$ cat src/rtl/matrix_row_scanner.sv
// Time-multiplexed row scanner for a ROWS x COLS LED matrix with a double-buffered frame.
// Optional MATRIX_BLANKING_EN inserts a one-cycle dark BLANK state between rows.
module matrix_row_scanner #(
  parameter int ROWS  = 7,
  parameter int COLS  = 5,
  parameter int DWELL = 50000
) (
  input  logic                 clk,
  input  logic                 rst,
  input  logic [ROWS*COLS-1:0] frame_in,
  input  logic                 frame_valid,
  output logic                 frame_ready,
  output logic [ROWS-1:0]      row_sel,
  output logic [COLS-1:0]      col_out,
  output logic                 frame_start
);

  localparam int ROW_W = (ROWS > 1) ? $clog2(ROWS) : 1;
  localparam int DW_W  = (DWELL > 1) ? $clog2(DWELL) : 1;
  localparam logic [ROW_W-1:0] ROW_LAST = ROW_W'(ROWS - 1);
  localparam logic [DW_W-1:0]  DW_LAST  = DW_W'(DWELL - 1);

  typedef enum logic {SCAN, BLANK} state_t;

  state_t                 state, state_next;
  logic [ROW_W-1:0]       row, row_next, row_inc;
  logic [DW_W-1:0]        dwell, dwell_next;
  logic                   boundary;
  logic                   pending, pending_next;
  logic                   load, capture;
  logic [ROWS*COLS-1:0]   shadow, active;

  always_comb begin
    state_next   = state;
    row_next     = row;
    dwell_next   = dwell;
    boundary     = 1'b0;
    row_inc      = (row == ROW_LAST) ? '0 : row + 1'b1;
    case (state)
      SCAN: begin
        if (dwell == DW_LAST) begin
          dwell_next = '0;
`ifdef MATRIX_BLANKING_EN
          state_next = BLANK;
`else
          row_next   = row_inc;
          boundary   = (row == ROW_LAST);
`endif
        end else begin
          dwell_next = dwell + 1'b1;
        end
      end
      BLANK: begin
        state_next = SCAN;
        row_next   = row_inc;
        boundary   = (row == ROW_LAST);
      end
      default: state_next = SCAN;
    endcase

    // Ready is ~pending, so a capture can never coincide with a copy.
    load         = boundary & pending;
    capture      = frame_valid & ~pending;
    pending_next = pending;
    if (load)
      pending_next = 1'b0;
    else if (capture)
      pending_next = 1'b1;
  end

  always_ff @(posedge clk) begin
    if (rst) begin
      state       <= SCAN;
      row         <= '0;
      dwell       <= '0;
      pending     <= 1'b0;
      shadow      <= '0;
      active      <= '0;
      frame_ready <= 1'b1;
      row_sel     <= '1;
      col_out     <= '0;
      frame_start <= 1'b0;
    end else begin
      state       <= state_next;
      row         <= row_next;
      dwell       <= dwell_next;
      pending     <= pending_next;
      frame_ready <= ~pending_next;
      if (load)
        active <= shadow;
      if (capture)
        shadow <= frame_in;
      if (state == BLANK) begin
        row_sel <= '1;
        col_out <= '0;
      end else begin
        row_sel <= ~(ROWS'(1) << row);
        col_out <= active[row*COLS +: COLS];
      end
      frame_start <= (state == SCAN) && (row == '0) && (dwell == '0);
    end
  end

endmodule

$ cat config.mk
export PLATFORM = sky130hd
export DESIGN_NAME = matrix_row_scanner
export DESIGN_NICKNAME = d
export VERILOG_FILES = /design/src/rtl/matrix_row_scanner.sv
export SDC_FILE = /design/constraint.sdc
export NUM_CORES = 1
export LEC_CHECK = 0
export ABC_AREA = 1
export BUFFER_PORTS_ARGS = -buffer_cell sky130_fd_sc_hd__buf_2
export CAP_MARGIN = 20
export CORE_UTILIZATION = 57
export CTS_CLUSTER_DIAMETER = 150
export DETAILED_ROUTE_END_ITERATION = 10
export PLACE_DENSITY = 0.9
export SYNTH_ARGS = -nofsm -noshare
export SYNTH_HDL_FRONTEND = slang
export SYNTH_SLANG_ARGS = --single-unit
$ cat constraint.sdc
create_clock -name clk -period 2.2 [get_ports clk]
set_clock_uncertainty 0.15 [all_clocks]
set_input_delay 0.22 -clock clk [delete_from_list [all_inputs] [get_ports clk]]
set_output_delay 0.22 -clock clk [all_outputs]
set_load 0.01 [all_outputs]
Word-level counts from Yosys, hierarchy flattened --
Index checks and enable logic that the tools add are counted.
Word-level totals: input bits 38, word-level logic and storage cells 30, bits in registers 104, output and inout bits 14
Cells by class: equal/unequal tests 2, reduce and logical (&&, ||, !) cells 4, shifts and indexed selects 2, add/sub/neg operators 2, mux-type cells 5, multiply operators 1, bitwise gates (word level) 5
Operators with widths (number):
- $shiftx 35x7->5 | 1
- $add 16x1->16 const B | 1
- $eq 16x16->1 const B | 1
- $logic_not 16->1 | 1
- $not 7->7 | 1
- $shl 1x3->7 const A | 1
- $mul 3x3->6 const B | 1
- $mux 3 | 2
- $add 3x1->3 const B | 1
- $eq 3x3->1 const B | 1
- $logic_not 3->1 | 1
- $mux 1 | 3
- $and 1x1->1 | 2
- $not 1->1 | 2
- $reduce_or 2->1 | 1
- $logic_and 1x1->1 | 1

Logic depth before layout (Yosys ltp) --
Gate-level depths: netlist (run 1).
depth after elaboration 5, mapped depth 9, gate-level depth less buffers 8

Worst setup path after synthesis (run 1) --
OpenSTA, ideal clock, no wires.
path type reg2reg, from register dwell[0], to register active[25], stages on the path, launching flop included 8, setup time 113 ps, path buffers 1, clock period less this slack 1592 ps, arrival time 1329 ps, slack 608 ps, data required time 1937 ps, cells stage by stage dfxtp_1 ha_1 nand3_2 nor2_2 nand3_4 buf_2 nor2_1 nor2_1
On the way: longest elaborated chain between the ends 3
Ends and longest elaborated chain:
- start: declaration | line 27 | logic [DW_W-1:0] dwell, dwell_next;
- start signal: assignment | line 86 | dwell <= dwell_next;
- $eq 16x16->1 | line 41 | if (dwell == DW_LAST) begin
- $mux 1 | line 41
- $and 1x1->1 | line 62 | load = boundary & pending;
- end signal: assignment | line 90 | active <= shadow;
- end: declaration | line 31 | logic [ROWS*COLS-1:0] shadow, active;
No other way between the ends. A chain may end at the register's enable or synchronous reset.

Worst setup path in the final report (run 1) --
from register dwell[0], to register active[8]
Same word-level chain as after synthesis.

==> results.toml, run 1 <==
[timing]
period_share_pct = 88.81
drv_slew = 0
setup_violations = 0
final.setup.worst_slack_ns = 0.2461
hold_viol = 0
slew_headroom_pct = 55.87
rsz0062_at_grt = "no"
worst_pin_slew_ns = 0.6620
period_minus_slack_ns = 1.954
fin_tns_setup_ns = 0
max_freq_mhz = 511.8

[route]
met3_length_um = 384
drt-pass1-iter-count = 4
drtIter0Drc = 269
via_per_inst = 5.000
highest_layer = "met4"
wirelength_um = 9325
wl_per_cell_um = 11.88
vias = 3925
wl_met1_um = 4067
wl_met2_um = 4652
drc = 0
ant_nets = 0

[finish]
postLayoutCoreUtil_pct = 70.08
design_area_mm2 = 0.005056
layout_common_cells = "nor2_1, nand2_1, dfxtp_1, inv_1"
fillers = 607
multi_input_area_mm2 = 0.001772
layout-drive-gt1-share_pct = 12.10
syn_to_final_growth_pct = 19.80
seq_area_mm2 = 0.002082
final_common_cell = "nor2_1"
fin_nets = 722
n_antenna_cell = 0

[critical_path]
crit_required_ns = 2.31
ff2ff_setup_slack_ns = 0.25
critical_path.top_delay_family = "simple AND/OR/NAND/NOR gates"
worstPathArrival_ns = 2.07
reg2reg_depth = 7
setup.worst_path.end_class = "register"
reg2reg_to = "active[8]"
critical_path_buf_inv_count = 1
path_common_cell = "nor2_1"
start_kind = "register"
critPathKind = "reg -> reg"
regToRegStartpoint = "dwell[0]"
slowest_delay_ns = 0.38
path_max_fanout = 71
path_cells = "ha_1 > nand3_2 > nor2_2 > nand3_4 > buf_4 > nor2_1 > nor2_1"
worst_path_max_delay_cell = "dfxtp_1"

[global_routing]
grtUsageTotal_pct = 26.09
grt_antenna_before_repair = 0
grt_overflow = 0
grt_first_pass_wirelength_um = 15710
grt_max_degree = 72
first_global_vias = 3726

[status]
status = "completed"

[yosys]
synth_area_mm2 = 0.004220
async_flop_share_pct = 0
ys.flop_type = "dfxtp_1"
synth_top_area_share_pct = 49.33
synth_edf_count = 0
synth_top_area_cell = "dfxtp_1"
syn_avg_cell_area_um2 = 7.034
synth_cell_types = 29
synth_area_leaders = "dfxtp_1, nor2_1, nand2_1, o21ai_0, inv_1"
yosysSeqAreaShare_pct = 49.33
yosysWarnings = 0
synthCells = 600
ys_ff_latch = 104
synthesis.nets = 641

[floorplan]
chipWidth_um = 88.05
dieArea_mm2 = 0.007752
std_cell_rows = 31
io_pins = 52
core_area_mm2 = 0.007214
chipHeight_um = 88.05
initial_core_util_pct = 58.50

[pwr]
clkPwrFrac_pct = 32.9
internal_power_mw = 2.477
p_sw_uw = 814.3
cellPowerDensity_mw_per_mm2 = 651.0
swShare_pct = 24.74
seqPwrFrac_pct = 60.0
power_frac_comb_pct = 7.1
p_leak_nw = 2.421
max-vdd-ir-drop_uv = 425.7

[cts]
clk_latency_ns = 0.37
clkTransAtPathRegs_ns = 0.09
cts_tree = "yes"
htreeDepth = 3
cts_resized = 0
cts.sinks = 104
postCtsSetupBuffers = 0
numCtsBuffers = 9
clockBufferDepth = 2
clockRootBuffer = "clkbuf_8"

[worst_hold_path]
hold_path_end = "frame_ready"
hold_path_startpoint = "frame_valid"
hold_depth = 4
hp-class = "in -> reg"

[placement]
port_buffers = 51
gp_congestion = 0.8853
dp_slack_ns = 0.2594
dpl_cell_area_mm2 = 0.004518
dp_hpwl_um = 6061

[job]
maxCapViolCount = 0
-- flip-flops by register name (all words and copies together) (netlist names) --
name,flops
frame_ready,1
row_sel,7
col_out,5
pending,1
shadow,35
active,35
row,3
frame_start,1
dwell,16
-- kinds of logic after synthesis --
family / Yosys count / synth area share, %
AO/OA/AOI/OAI: 74 / 9.191
adder cells (fa/ha/maj): 3 / 0.8895
buffers and inverters: 87 / 8.686
flip-flops: 104 / 49.33
AND/OR/NAND/NOR: 329 / 31.28
XOR/XNOR: 3 / 0.6227
-- repair_timing --
action / 4_1_cts / 5_1_grt
endpoints found under the hold margin: 36 / 0
hold buffers: 36 / 0
setup endpoints to repair: 0 / 0
-- power by group through the flow --
stage / clock network [mW] / registers [mW] / logic (mW)
finish: 1.08 / 1.98 / 0.233
floorplan: 0 / 2.01 / 0.109
global route: 1.18 / 1.98 / 0.264
global placement: 0 / 2.02 / 0.170
CTS: 1.10 / 1.97 / 0.228
detailed placement: 0 / 2.02 / 0.179
-- how the worst max path moves through the flow --
stage          startpoint    endpoint  cells after the start  slack [ns]
2_1_floorplan    dwell[0]  active[25]                      7        0.61
3_3_place_gp     dwell[0]   active[8]                      7        0.35
3_5_place_dp     dwell[0]   active[9]                      8        0.26
4_1_cts          dwell[0]   active[9]                      8        0.24
5_1_grt          dwell[0]   active[9]                      8        0.07
6_report         dwell[0]   active[8]                      7        0.25
-- cells in the mapped netlist, types with 2 or more instances --
cell      count
nor3_1        3
nand4_1       5
or2_2         2
inv_1        62
nand3_1       9
buf_2         8
clkbuf_1     10
nor2_2        2
buf_6         4
o22ai_1       8
o21ai_0      51
dfxtp_1     104
nand3b_1      2
nor4_1        2
nand2_1     121
xor2_1        2
o221ai_1      2
a21oi_1      13
nor2_1      177
ha_1          3
nand2_2       2
-- metal layers --
layer	track usage, %	up-vias
met5	0	-
met4	11.73	0
met3	6.786	20
met2	45.38	103
met1	30.18	1791
li1	-	2011
-- stage by stage --
step / power (mW) / hold WS (ns) / cells
after detailed placement: 2.196 / 0.2957 / 733
after CTS: 3.305 / 0.06162 / 785
final: 3.291 / 0.06884 / 785
after floorplan: 2.120 / 0.1853 / 600
after global routing: 3.431 / 0.06503 / 785
after global placement: 2.186 / 0.2903 / 733
-- tightest hold or removal path: stages --
cell	delay, ns
buf_2	0.10
inv_1	0.07
a21oi_1	0.07
nand2_1	0.09
-- area by class of cell --
class	instances	area share (%)
Sequential cell	104	41.18
Multi-Input combinational cell	409	35.04
Clock inverter	7	1.064
Clock buffer	9	2.450
Inverter	64	4.751
Timing Repair Buffer	93	13.07
Tap cell	99	2.450
Note: power is estimated with default switching activity, not from simulation.
==> run 2: changes to the inputs <==
--- a/config.mk
+++ b/config.mk
@@ -8,6 +8,7 @@
 export ABC_AREA = 1
 export BUFFER_PORTS_ARGS = -buffer_cell sky130_fd_sc_hd__buf_2
 export CAP_MARGIN = 20
+export CORE_MARGIN = 4
 export CORE_UTILIZATION = 57
 export CTS_CLUSTER_DIAMETER = 150
 export DETAILED_ROUTE_END_ITERATION = 10
==> run 2 against run 1 <==
Net effect: first-iteration DRC count fell by 20%; power rose by 8.2%; largest cell class unchanged; sequential power barely moved; register-to-register slack improved by 0.04 ns; critical endpoint is now active[27]; core utilization rose by 0.64 points; sequential share of layout area fell by 0.37 points.
==> results.toml, run 2 (synthesis gave the netlist of run 1 again) <==
[timing]
worst_pin_slew_ns = 0.6473
max_freq_mhz = 523.2
period_minus_slack_ns = 1.911
rsz0062_at_grt = "no"
slew_headroom_pct = 56.84
hold_viol = 0
final.setup.worst_slack_ns = 0.2888
drv_slew = 0
setup_violations = 0
hold_slack_ns = 0.03446
fin_tns_setup_ns = 0
period_share_pct = 86.87

[global_routing]
grt_max_degree = 72
grt_antenna_before_repair = 0
grt_overflow = 0
grt_first_pass_wirelength_um = 15790
first_global_vias = 3748
grtUsageTotal_pct = 22.16

[placement]
dp_slack_ns = 0.2923
dp_hpwl_um = 6175
dp.cells = 733
gp_congestion = 0.8504
port_buffers = 51

[floorplan]
io_pins = 52
chipHeight_um = 94.05
dieArea_mm2 = 0.008844
initial_core_util_pct = 58.50
std_cell_rows = 31
chipWidth_um = 94.05
core_area_mm2 = 0.007214

[job]
maxCapViolCount = 0

[finish]
layout_common_cells = "nor2_1, nand2_1, dfxtp_1, inv_1"
n_antenna_cell = 0
multi_input_area_mm2 = 0.001772
seq_area_mm2 = 0.002082
fillers = 598
final_common_cell = "nor2_1"
stdcell_count = 783
top_regs = "active (35), shadow (35), dwell (16)"
syn_to_final_growth_pct = 20.90
fin_nets = 721
layout-drive-gt1-share_pct = 11.84

[critical_path]
setup.worst_path.end_class = "register"
critical_path_buf_inv_count = 1
path_cells = "ha_1 > nand3_2 > nor2_2 > nand3_4 > buf_4 > nor2_1 > nor2_1"
start_kind = "register"
critPathKind = "reg -> reg"
slowest_delay_ns = 0.39
worst_path_max_delay_cell = "dfxtp_1"
path_max_fanout = 71
path_common_cell = "nor2_1"
worstPathArrival_ns = 2.02
critical_path.top_delay_family = "simple AND/OR/NAND/NOR gates"
crit_required_ns = 2.30
ff2ff_setup_slack_ns = 0.29

[cts]
postCtsSetupBuffers = 0
clockBufferDepth = 2
cts-hold-fix-buffers = 35
numCtsBuffers = 9
cts.sinks = 104
clk_latency_ns = 0.36
clkTransAtPathRegs_ns = 0.09
cts_tree = "yes"
clockRootBuffer = "clkbuf_8"
htreeDepth = 3
cts_resized = 0

[pwr]
cellPowerDensity_mw_per_mm2 = 698.3
max-vdd-ir-drop_uv = 543.1
p_leak_nw = 2.442

[worst_hold_path]
hp-class = "in -> reg"

[status]
status = "completed"

[route]
vias = 3891
drt-pass1-iter-count = 5
wl_per_cell_um = 11.91
drtIter0Drc = 215
wirelength_um = 9327
via_per_inst = 4.969
drc = 0
ant_nets = 0
## run 2: layer usage
metal	vias to the layer above	track usage (%)	wire length, um
met5	-	0	0
li1	2008	-	-
met4	0	6.378	100
met2	110	38.73	4717
met1	1760	26.75	3989
met3	13	5.689	519
## run 2: cell type report
cell class                 instances  area share, %
clock buffer                      10          2.501
clock inverter                     5          2.084
inverter                          64          4.708
multi-input combinational        409          34.72
sequential                       104          40.80
tap                               99          2.428
timing repair buffer              92          12.75
## run 2: worst paths after layout
check,start,end,cells after the start
setup / recovery,dwell[0],active[27],7
hold / removal,rst,frame_ready,3
setup reg to reg,dwell[0],active[27],7
hold reg to reg,dwell[0],dwell[0],1
## run 2: worst min-delay path: stages
cell and delay [ns]:
buf_2 0.13, a21oi_1 0.06, nand2_1 0.09
## run 2: stage by stage
stage / cell area (um^2) / total power, mW / util (%)
after floorplan: 4220 / 2.120 / -
after global placement: 4518 / 2.188 / 62.63
after detailed placement: 4518 / 2.199 / 62.63
after CTS: 5102 / 3.583 / 70.72
after global routing: 5102 / 3.694 / 70.72
final: 5102 / 3.563 / 70.72
## run 2: power breakdown
part	switching (mW)	total (mW)	internal, mW
clock network	0.606	1.36	0.752
logic	0.120	0.230	0.110
registers	0.0330	1.98	1.94
total	0.759	3.56	2.80
